## src/rtl/seq_scan_ctrl.sv

```systemverilog
// Serial scan controller for a 1010 Moore detector: shifts a word out MSB-first,
// counts cycles with det_z high and reports the count and first-match bit index.
module seq_scan_ctrl #(
    parameter  int WIDTH = 16,
    localparam int CW    = $clog2(WIDTH + 1),
    localparam int IW    = $clog2(WIDTH)
) (
    input  logic             clk,
    input  logic             reset,
    input  logic             in_valid,
    output logic             in_ready,
    input  logic [WIDTH-1:0] in_data,
    input  logic             abort,
    output logic             det_x,
    output logic             det_reset,
    input  logic             det_z,
    output logic             res_valid,
    input  logic             res_ready,
    output logic [CW-1:0]    res_count,
    output logic             res_hit,
    output logic [IW-1:0]    res_first
);

    typedef enum logic [1:0] {IDLE, SHIFT, DRAIN, DONE} state_t;

    localparam logic [CW-1:0] K_LAST = CW'(WIDTH - 1);

    state_t           state_reg, state_next;
    logic [WIDTH-1:0] shreg_reg, shreg_next;
    logic [CW-1:0]    k_reg, k_next;
    logic [CW-1:0]    count_reg, count_next;
    logic             hit_reg, hit_next;
    logic [IW-1:0]    first_reg, first_next;
    logic             det_reset_reg, det_reset_next;

    logic [WIDTH-1:0] shreg_shl;
    logic [CW-1:0]    k_prev;
    logic             take_sample;

    assign shreg_shl[0] = 1'b0;
    generate
        for (genvar gi = 1; gi < WIDTH; gi++) begin : g_shl
            assign shreg_shl[gi] = shreg_reg[gi-1];
        end
    endgenerate

    // det_z lags det_x by one detector edge, so the sample taken at the end of a
    // cycle belongs to the bit sent one cycle earlier (index k-1).
    assign k_prev      = k_reg - CW'(1);
    assign take_sample = det_z && !abort &&
                         ((state_reg == SHIFT && k_reg != '0) || state_reg == DRAIN);

    always_comb begin
        state_next = state_reg;
        shreg_next = shreg_reg;
        k_next     = k_reg;
        count_next = count_reg;
        hit_next   = hit_reg;
        first_next = first_reg;

        case (state_reg)
            IDLE: begin
                if (in_valid) begin
                    shreg_next = in_data;
                    k_next     = '0;
                    count_next = '0;
                    hit_next   = 1'b0;
                    first_next = '0;
                    state_next = SHIFT;
                end
            end
            SHIFT: begin
                if (abort) begin
                    state_next = IDLE;
                end else begin
                    shreg_next = shreg_shl;
                    k_next     = k_reg + CW'(1);
                    if (k_reg == K_LAST)
                        state_next = DRAIN;
                end
            end
            DRAIN: begin
                state_next = abort ? IDLE : DONE;
            end
            DONE: begin
                if (res_ready)
                    state_next = IDLE;
            end
            default: state_next = IDLE;
        endcase

        if (take_sample) begin
            count_next = count_reg + CW'(1);
            if (!hit_reg) begin
                hit_next   = 1'b1;
                first_next = k_prev[IW-1:0];
            end
        end

        det_reset_next = (state_next == IDLE) || (state_next == DONE);
    end

    always_ff @(posedge clk or posedge reset) begin
        if (reset) begin
            state_reg     <= IDLE;
            shreg_reg     <= '0;
            k_reg         <= '0;
            count_reg     <= '0;
            hit_reg       <= 1'b0;
            first_reg     <= '0;
            det_reset_reg <= 1'b1;
        end else begin
            state_reg     <= state_next;
            shreg_reg     <= shreg_next;
            k_reg         <= k_next;
            count_reg     <= count_next;
            hit_reg       <= hit_next;
            first_reg     <= first_next;
            det_reset_reg <= det_reset_next;
        end
    end

    assign in_ready  = (state_reg == IDLE);
    assign res_valid = (state_reg == DONE);
    assign det_x     = (state_reg == SHIFT) && shreg_reg[WIDTH-1];
    assign det_reset = det_reset_reg;
    assign res_count = count_reg;
    assign res_hit   = hit_reg;
    assign res_first = first_reg;

endmodule
```

## config.mk

```make
export PLATFORM = sky130hd
export DESIGN_NAME = seq_scan_ctrl
export DESIGN_NICKNAME = d
export VERILOG_FILES = /design/src/rtl/seq_scan_ctrl.sv
export SDC_FILE = /design/constraint.sdc
export NUM_CORES = 1
export LEC_CHECK = 0
export ABC_AREA = 1
export BUFFER_PORTS_ARGS = -buffer_cell sky130_fd_sc_hd__buf_2
export CORE_UTILIZATION = 45
export DETAILED_ROUTE_END_ITERATION = 8
export GPL_TIMING_DRIVEN = 0
export PLACE_DENSITY = 0.68
export SLEW_MARGIN = 15
export SYNTH_ARGS = -nofsm -noshare
export SYNTH_HDL_FRONTEND = slang
export SYNTH_SLANG_ARGS = --single-unit
```

## constraint.sdc

```tcl
create_clock -name clk -period 3.2 [get_ports clk]
set_input_delay 0.64 -clock clk [delete_from_list [all_inputs] [get_ports clk]]
set_output_delay 0.64 -clock clk [all_outputs]
set_load 0.05 [all_outputs]
```

# Word level (Yosys, flattened, before mapping)
# Index checks and enable logic that the tools add are counted.
[totals]
register_bits = 34
[op_classes]
reduce_logical = 15
n_eq_ne = 7
mux = 22
add_sub_neg = 3
[op_table]
columns = ["operator", "count"]
rows = [
  ["16-bit two-way mux", 2],
  ["16-bit case mux with 2 select lines", 1],
  ["5-bit two-way mux", 4],
  ["4-bit two-way mux", 4],
  ["5-bit by 1-bit adder with 5-bit output, second input constant", 2],
  ["2-bit two-way mux", 5],
  ["5-bit case mux with 2 select lines", 1],
  ["2-bit case mux with 4 select lines", 1],
  ["2-bit equality test, second input constant", 3],
  ["2-bit nonzero test", 3],
  ["5-bit by 4-bit equality test with 1-bit output, second input constant", 1],
  ["5-bit nonzero test", 1],
  ["1-bit logical AND", 4],
  ["2-bit zero test", 2],
  ["1-bit two-way mux", 4],
  ["2-bit != test, second input constant", 2],
  ["4-bit by 1-bit subtractor with 4-bit output, second input constant", 1],
  ["3-bit AND reduction", 1],
  ["2-bit by 1-bit equality test with 1-bit output, second input constant", 1],
  ["1-bit logical OR", 2],
  ["2-bit AND reduction", 1],
  ["1-bit zero test", 1],
]

# Logic depth before layout (Yosys ltp)
# Gate-level depths: netlist (run 1).
[logic_depth]
depth_word = 6
depth_mapped = 10

# Least setup slack after synthesis (run 1)
# No wires, ideal clock.
[synth_timing]
kind = "flip-flop to output port"
start = "register state_reg[1]"
end = "output det_x"
setup_slack_ps = 1028
arrival_ps = 1532
stages_incl_launch_ff = 2
path_buffers = 0
cell_sequence = "dfrtp_1 -> nor3_1"
[synth_between]
elab_chain_len = 2
[synth_rtl]
columns = ["item", "line", "rtl"]
rows = [
  ["start, declared", "28", "state_t state_reg, state_next;"],
  ["start signal, assigned", "113", "state_reg <= state_next;"],
  ["2-bit by 1-bit equality test with 1-bit output", "125", "assign det_x = (state_reg == SHIFT) && shreg_reg[WIDTH-1];"],
  ["1-bit logical AND", "125", ""],
  ["end, declared", "14", "output logic det_x,"],
]
# Every way passes these cells.

# Final worst setup path (run 1)
[layout_timing]
start = "register state_reg[1]"
end = "output in_ready"
[layout_between]
elab_chain_len = 1
[layout_rtl]
columns = ["item", "line", "rtl"]
rows = [
  ["2-bit zero test", "123", "assign in_ready = (state_reg == IDLE);"],
  ["end, declared", "11", "output logic in_ready,"],
]
# Every way passes these cells.

==> run summary, run 1 <==
Clk pin slew, worst setup/hold paths: 0.07 ns
Final HPWL DP: 2540 µm
Row count: 22
Startpoint Class: register
NumNets Final: 284
Req. time, crit path: 2.56 ns
Synth warn: 0
Crit path max fanout: 5
Sequential fraction of the synthesis area: 0.461
Core area: 0.00380 mm²
Clk_lat worst skew: 0.29 ns
Post-synth top cells: nand2_1, dfrtp_1, inv_1
CTS tree: done
Die area: 0.00437 mm²
Die width: 66.1 µm
Layout area overhead: 20.4%
CTS Sinks: 34
Routed wire length: 3500 µm
Crit. End Element: output port
Netlist cell types: 29
Layout cells sized above 1: 0.291
Via density per instance: 4.93
Worst r2r src: k_reg[0]
Port buffer count: 35
Least-Margin Pin Slew: 0.700 ns
First-pass GRT wire length: 6280 µm
Post-route clock skew: 0.00929 ns
Residual DRC count: 0
Antenna Violating Nets Remaining: 0
CP bufs+invs: 1
Post-cts resize count: 0
Routed length per instance: 11.4 µm
Antenna violations before repair: 0
Hold buffers post-CTS: 0
Worst relative slew slack: 0.532
Netlist Area Pre-Place: 0.00185 mm²
Gate power share: 0.373
Area leader, netlist: dfrtp_1
GRT Overall Usage: 0.194
Top FF cell, synth: dfrtp_1
Synthesized instance count: 215
Crit path from: state_reg[1]
Post-layout util: 0.586
Status: finished, final reports clean
Top cell type's share of synthesized area: 0.447
Post-layout minimum cycle time: 1.89 ns
Post-route cell area: 0.00223 mm²
1st-pass router iterations: 4
Switch share: 0.377
Clk buf depth: 2
Yosys reg bits: 34
Cell family with most CP delay: flip-flops
Sw power: 665 µW
Vias: 1508
Clk pwr share: 0.278
Critical path type: register to output port
Synth Net Count: 242
H-tree levels: 2
CP max stage cell: dfrtp_1
Crit path largest cell delay: 0.44 ns
RSZ-0062 raised after global routing: false
Fraction of registers with async set/reset: 1.00
Reg2reg path depth: 9
Max FFs per register: 16
Placed inst area: 0.00208 mm²
Max cap viols: 0
Pre-CTS WS: 1.61 ns
Setup_tns: 0 ns
Reg-to-reg setup timing slack: 1.63 ns
Crit path setup slack, layout: 1.31 ns
Post-CTS setup buffers: 0
Gpl congestion: 0.833
Pint: 1100 µW
Antenna Diode Count: 0
Iter 0 DRT Violations: 81
Largest net degree at the start of global routing: 35
Total gr overflow: 0
Root Driver: clkbuf_8
Leakage Power: 0.00118 µW
Die height: 66.1 µm
Slew Viols, Final: 0
EDFF count, synth: 0
Maximum VDD drop: 0.000434 V
Synth top area cells: dfrtp_1, nand2_1, inv_1, o211ai_2, o21ai_2
Vias in the first global route: 1470
Maximum clock rate: 0.528 GHz
Worst path cell trace: nor2_1, buf_2
Initial Utilization: 0.487
Cell Pwr Density: 791 mW/mm²
Ports: 36
Final setup violating endpoints: 0
Critical R2R Capture: res_first[2]
Reg power frac: 0.349
Count leader, synth: nand2_1
Final hold viol count: 0
Data arrival, critical path: 1.25 ns
TritonCTS buffer count: 5
Mean Syn Cell Area: 8.60 µm²
Hold Crit Class: input port to async pin
Final worst-path cycle share: 0.592
==> metrics by stage <==
stage               total power, µW  hold WS, ns  std cells
floorplan                      1140        0.486        215
global placement               1280        0.501        298
detailed placement             1290        0.506        298
CTS                            1780        0.489        306
global route                   1890        0.533        306
finish                         1760        0.459        306
==> worst max-delay path by stage <==
stage	depth (start not counted)	endpoint
2_1_floorplan	1	det_x
3_3_place_gp	2	shreg_reg[1]
3_5_place_dp	7	shreg_reg[14]
4_1_cts	2	in_ready
5_1_grt	2	in_ready
6_report	2	in_ready
==> cells in the final DEF, fill, tap and decap left out, drive strengths merged, types with 2 or more instances in the layout <==
master / Yosys / layout
nand2: 59 / 59
buf: 7 / 42
inv: 34 / 34
dfrtp: 33 / 33
o21ai: 21 / 21
o211ai: 16 / 16
nand3: 14 / 14
nor2: 10 / 10
clkbuf: 2 / 8
ha: 5 / 5
xnor2: 3 / 3
nor3: 3 / 3
o22ai: 2 / 2
bufinv: 0 / 2
==> worst register-to-register path, delay by kind of cell, from the launching register on <==
family	cells	cell delay, ns
buffers and inverters	2	0.17
AND/OR/NAND/NOR	5	0.33
AO/OA/AOI/OAI	1	0.38
adder cells (fa/ha/maj)	1	0.22
flip-flops	1	0.39
==> final cells by class <==
cell class / count / area, µm²
sequential: 34 / 852
inverter: 34 / 128
tap: 48 / 60.1
buffer: 9 / 66.3
clock buffer: 6 / 82.6
multi-input combinational: 138 / 803
fill: 361 / 1570
clock inverter: 2 / 60.1
timing repair buffer: 35 / 175
==> power by group through the flow <==
stage	clock network, µW	logic [µW]	registers [µW]
after floorplan	0	406	738
after global placement	0	656	619
after detailed placement	0	665	623
after CTS	500	669	616
after global routing	514	746	631
final	490	658	614
==> kinds of logic after synthesis <==
logic type                 synth area share
AOI/OAI and AO/OA                     0.182
adders and majority gates            0.0338
and+or+nand+nor                       0.200
DFF                                   0.461
xor gates and xnor gates             0.0189
buffers and inverters                 0.105
==> layer usage <==
layer	vias to the layer above	global-route usage	wire length, µm
li1	776	-	-
met1	701	0.233	1620
met2	26	0.325	1690
met3	5	0.0362	120
met4	0	0.104	66
met5	-	0	0
Power figures use the tool's default switching activity.
==> run 2, diff against run 1 <==
clock period = 1.8 ns   (was 3.2 ns; I/O delays follow)
==> run 2 against run 1 <==
Effect of this change: cell count unchanged; wire length is 0.46% higher; worst hold slack worse by 0.28 ns; sequential power grew 78%; setup slack got worse by 1.1 ns; utilization is 0.26 points higher; critical path type unchanged; critical endpoint unchanged; highest routed layer unchanged.
==> run summary, run 2 (synthesized netlist as in run 1, its figures left out) <==
Maximum VDD drop: 0.000773 V (was 0.000434 V)
Crit. End Element: output port (unchanged)
First-pass GRT wire length: 6280 µm (unchanged)
H-tree levels: 2 (unchanged)
Layout cells sized above 1: 0.295 (was 0.291)
Clk pin slew, worst setup/hold paths: 0.07 ns (about the same)
CTS Sinks: 34 (unchanged)
Die width: 66.1 µm (unchanged)
Routed wire length: 3520 µm (was 3500 µm)
Clk buf depth: 2 (unchanged)
Final HPWL DP: 2540 µm (unchanged)
Least-Margin Pin Slew: 0.702 ns (was 0.700 ns)
Row count: 22 (unchanged)
Most frequent cells in the layout: nand2_1, buf_2, dfrtp_1 (unchanged)
Crit path max fanout: 5 (unchanged)
Commonest non-fill, non-tap cell in the layout: nand2_1 (unchanged)
Core area: 0.00380 mm² (unchanged)
Startpoint Class: register (unchanged)
1st-pass router iterations: 4 (unchanged)
Maximum clock rate: 0.620 GHz
Placed inst area: 0.00208 mm² (unchanged)
RSZ-0062 raised after global routing: false (unchanged)
Iter 0 DRT Violations: 72 (was 81)
Hold WS: 0.179 ns (was 0.459 ns)
Leakage Power: 0.00118 µW (about the same)
TritonCTS buffer count: 5 (unchanged)
Die area: 0.00437 mm² (unchanged)
Vias in the first global route: 1470 (unchanged)
Post-cts resize count: 0 (unchanged)
Post-CTS setup buffers: 0 (unchanged)
Worst relative slew slack: 0.531 (was 0.532)
Largest net degree at the start of global routing: 35 (unchanged)
Critical path type: register to output port (unchanged)
Post-layout minimum cycle time: 1.61 ns
Max FFs per register: 16 (unchanged)
Max cap viols: 0 (unchanged)
Layout area overhead: 21.0% (was 20.4%)
Slew Viols, Final: 0 (unchanged)
GRT Overall Usage: 0.194 (unchanged)
Final hold viol count: 0 (unchanged)
Final worst-path cycle share: 0.896
Antenna Diode Count: 0 (unchanged)
Req. time, crit path: 1.44 ns (was 2.56 ns)
Hold buffers post-CTS: 0 (unchanged)
Post-route clock skew: 0.00914 ns (was 0.00929 ns)
Ports: 36 (unchanged)
Initial Utilization: 0.487 (unchanged)
Total gr overflow: 0 (unchanged)
Final setup violating endpoints: 0 (unchanged)
Vias: 1504 (was 1508)
Port buffer count: 35 (unchanged)
Clk_lat worst skew: 0.29 ns (about the same)
NumNets Final: 284 (unchanged)
Root Driver: clkbuf_8 (unchanged)
Antenna Violating Nets Remaining: 0 (unchanged)
Via density per instance: 4.92 (was 4.93)
Residual DRC count: 0 (unchanged)
Data arrival, critical path: 1.25 ns (about the same)
Antenna violations before repair: 0 (unchanged)
Cell Pwr Density: 1400 mW/mm² (was 791 mW/mm²)
Post-route cell area: 0.00224 mm² (was 0.00223 mm²)
Routed length per instance: 11.5 µm (was 11.4 µm)
Status: finished, final reports clean (unchanged)
Gpl congestion: 0.833 (unchanged)
Hold Crit Class: input port to async pin (unchanged)
CTS tree: done (unchanged)
Die height: 66.1 µm (unchanged)
[run 2: cell counts in the layout (fill, tap and decap cells not counted)]
No cell type changed its count.
[run 2: area by class of cell]
| type | instances | area [µm²] |
|---|---|---|
| Fill cell | 358 | 1560 |
| Sequential cell | 34 | 852 |
| Multi-Input combinational cell | 138 | 813 |
| Timing Repair Buffer | 35 | 175 |
| Inverter | 34 | 128 |
| Clock buffer | 6 | 82.6 |
| Buffer | 9 | 66.3 |
| Clock inverter | 2 | 60.1 |
| Tap cell | 48 | 60.1 |
[run 2: power by group]
group | leakage [µW] | switching, µW | internal, µW
sequential | 0.000436 | 111 | 981
clock | 0.0000714 | 282 | 591
combinational | 0.000670 | 796 | 381
[run 2: critical path, cell delays in order, from the launching register on]
cell,delay (ns)
dfrtp_1,0.44
nor2_1,0.21
buf_2,0.31
[run 2: layer usage]
metal  vias up  GRT usage  wire, µm
met1       698      0.233      1640
met2        25      0.325      1700
met5         -          0         0
met4         0      0.104        60
met3         4     0.0362       117
li1        777          -         -
[run 2: worst paths after layout]
path                         startpoint       endpoint  slack (ns)  cells past startpoint
setup / recovery           state_reg[1]       in_ready        0.19                      2
hold / removal                    reset  shreg_reg[13]        0.18                      2
setup reg to reg               k_reg[0]   res_count[2]        0.31                     10
hold reg to reg            shreg_reg[4]   shreg_reg[4]        0.52                      2
max in group asynchronous         reset       k_reg[0]        1.17                      2
min in group clk             in_data[0]   shreg_reg[0]        0.30                      3
[run 2: through the flow]
| stage | cells | util | worst slack, ns | setup TNS [ns] | total power, µW |
|---|---|---|---|---|---|
| 2_1_floorplan | 215 | - | -0.102 | -2.09 | 2030 |
| 3_3_place_gp | 298 | 0.549 | 0.169 | 0 | 2270 |
| 3_5_place_dp | 298 | 0.549 | 0.223 | 0 | 2290 |
| 4_1_cts | 306 | 0.586 | 0.172 | 0 | 3170 |
| 5_1_grt | 306 | 0.589 | 0.0606 | 0 | 3370 |
| 6_report | 306 | 0.589 | 0.187 | 0 | 3140 |
==> run 3, diff against run 2 <==
clock period = 1.56 ns   (was 1.8 ns; I/O delays follow)
==> run 3 against run 2 <==
Effect of this change: register-to-register slack worse by 0.20 ns; clock skew shrank 0.0011 ns; sequential share of layout area is 0.11 points lower; sequential power grew 16%; critical path type unchanged; highest routed layer unchanged.
==> run summary, run 3 (synthesized netlist as in run 1, its figures left out) <==
Crit. End Element: output port (unchanged)
Gpl congestion: 0.803 (was 0.833)
RSZ-0062 raised after global routing: false (unchanged)
First-pass GRT wire length: 6380 µm (was 6280 µm)
H-tree levels: 2 (unchanged)
Die width: 66.1 µm (unchanged)
Crit path from: state_reg[0] (was state_reg[1])
Maximum clock rate: 0.659 GHz
Antenna Violating Nets Remaining: 0 (unchanged)
Reg area: 853 µm² (was 852 µm²)
Die area: 0.00437 mm² (unchanged)
NumNets Final: 287 (was 284)
Multi-input logic area: 861 µm² (was 813 µm²)
Req. time, crit path: 1.25 ns (was 1.44 ns)
Antenna violations before repair: 0 (unchanged)
Fin cells: 309 (was 306)
Clk_lat worst skew: 0.28 ns (was 0.29 ns)
Layout area overhead: 21.5% (was 21.0%)
Hold WS: 0.133 ns (was 0.179 ns)
Post-route cell area: 0.00225 mm² (was 0.00224 mm²)
Vias in the first global route: 1526 (was 1470)
Maximum VDD drop: 0.000759 V (was 0.000773 V)
Core area: 0.00380 mm² (unchanged)
Port buffer count: 35 (unchanged)
Largest net degree at the start of global routing: 35 (unchanged)
Root Driver: clkbuf_8 (unchanged)
Crit path largest cell delay: 0.40 ns (was 0.44 ns)
1st-pass router iterations: 4 (unchanged)
Layout cells sized above 1: 0.330 (was 0.295)
Hold buffers post-CTS: 0 (unchanged)
Iter 0 DRT Violations: 50 (was 72)
Critical path type: register to output port (unchanged)
Row count: 22 (unchanged)
Ports: 36 (unchanged)
Final HPWL DP: 2590 µm (was 2540 µm)
TritonCTS buffer count: 5 (unchanged)
Post-layout util: 0.592 (was 0.589)
Status: finished, final reports clean (unchanged)
Max cap viols: 0 (unchanged)
Final hold viol count: 0 (unchanged)
Routed wire length: 3790 µm (was 3520 µm)
Die height: 66.1 µm (unchanged)
Startpoint Class: register (unchanged)
Most frequent cells in the layout: nand2_1, buf_2, dfrtp_1 (unchanged)
Max FFs per register: 16 (unchanged)
CTS tree: done (unchanged)
Slew Viols, Final: 0 (unchanged)
Routed length per instance: 12.3 µm (was 11.5 µm)
Crit path max fanout: 3 (was 5)
Reg2reg path depth: 9 (was 10)
Commonest non-fill, non-tap cell in the layout: nand2_1 (unchanged)
Total gr overflow: 0 (unchanged)
Fill count: 349 (was 358)
Placed inst area: 0.00210 mm² (was 0.00208 mm²)
Post-layout minimum cycle time: 1.52 ns
Least-Margin Pin Slew: 0.706 ns (was 0.702 ns)
GRT Overall Usage: 0.194 (about the same)
Leakage Power: 0.00119 µW (was 0.00118 µW)
Worst relative slew slack: 0.529 (was 0.531)
Final worst-path cycle share: 0.973
Final setup violating endpoints: 0 (unchanged)
Cell Pwr Density: 1500 mW/mm² (was 1400 mW/mm²)
CTS Sinks: 34 (unchanged)
Post-placement cell count: 298 (unchanged)
Clk buf depth: 2 (unchanged)
Initial Utilization: 0.487 (unchanged)
Data arrival, critical path: 1.21 ns (was 1.25 ns)
Hold Crit Class: input port to async pin (unchanged)
Residual DRC count: 0 (unchanged)
CP max stage cell: dfrtp_1 (unchanged)
Clk pin slew, worst setup/hold paths: 0.07 ns (about the same)
Worst r2r src: k_reg[0] (unchanged)
Antenna Diode Count: 0 (unchanged)
Post-route clock skew: 0.00801 ns (was 0.00914 ns)
Worst path cell trace: buf_4, nor2_4, clkbuf_4 (was nor2_1, buf_2)
Vias: 1535 (was 1504)
Via density per instance: 4.97 (was 4.92)
run 3: changes by cell type in the layout (fill, tap and decap cells not counted), sizes merged:
| cell | previous run | this run |
|---|---|---|
| bufinv | 2 | 0 |
| clkbuf | 8 | 10 |
| a21oi | 1 | 2 |
| clkinv | 0 | 1 |
| nand2 | 59 | 60 |
run 3: metrics by stage:
| step | worst slack, ns | TNS [ns] | total power [µW] |
|---|---|---|---|
| after floorplan | 0.0968 | 0 | 2360 |
| after global placement | -0.0180 | -0.550 | 2620 |
| after detailed placement | -0.0652 | -0.334 | 2650 |
| after CTS | 0.000820 | 0 | 3330 |
| after global routing | 0.000859 | 0 | 3600 |
| final | 0.0426 | 0 | 3360 |
run 3: cell type report:
| class | count | share of cell area |
|---|---|---|
| Multi-Input combinational cell | 140 | 0.383 |
| Sequential cell | 34 | 0.380 |
| Inverter | 34 | 0.0568 |
| Tap cell | 48 | 0.0267 |
| Clock inverter | 1 | 0.00223 |
| Buffer | 9 | 0.0306 |
| Timing Repair Buffer | 36 | 0.0824 |
| Clock buffer | 7 | 0.0384 |
run 3: path summary, 6_finish.rpt:
check,end,slack [ns]
worst max-delay path,in_ready,0.04
worst min-delay path,shreg_reg[15],0.13
worst max register to register,res_count[2],0.11
worst min register to register,shreg_reg[13],0.52
max in group asynchronous,state_reg[1],0.94
min in group clk,shreg_reg[0],0.25
run 3: routing by layer:
layer,global-route usage,wire [µm],up-vias,part of all wire
li1,-,-,789,-
met1,0.248,1830,709,0.48
met2,0.325,1750,31,0.46
met3,0.0362,162,6,0.043
met4,0.0745,43,0,0.011
met5,0,0,-,0
run 3: power by group:
part	leakage, µW	switching, µW	internal [µW]
Sequential	0.000434	130	1130
Combinational	0.000707	967	468
Clock	0.0000482	311	356
run 3: worst max-delay path, delay by kind of cell, from the launching register on:
| kind | cells | cell delay [ns] |
|---|---|---|
| and+or+nand+nor | 1 | 0.13 |
| DFF | 1 | 0.40 |
| buffers and inverters | 2 | 0.39 |
run 3: repair_timing:
item / 4_1_cts / 5_1_grt
pin swaps: 0 / 3
buffers inserted: 0 / 1
resized for setup: 2 / 12
hold endpoints to repair: 0 / 0
setup endpoints to repair: 10 / 30
cloned: 0 / 2
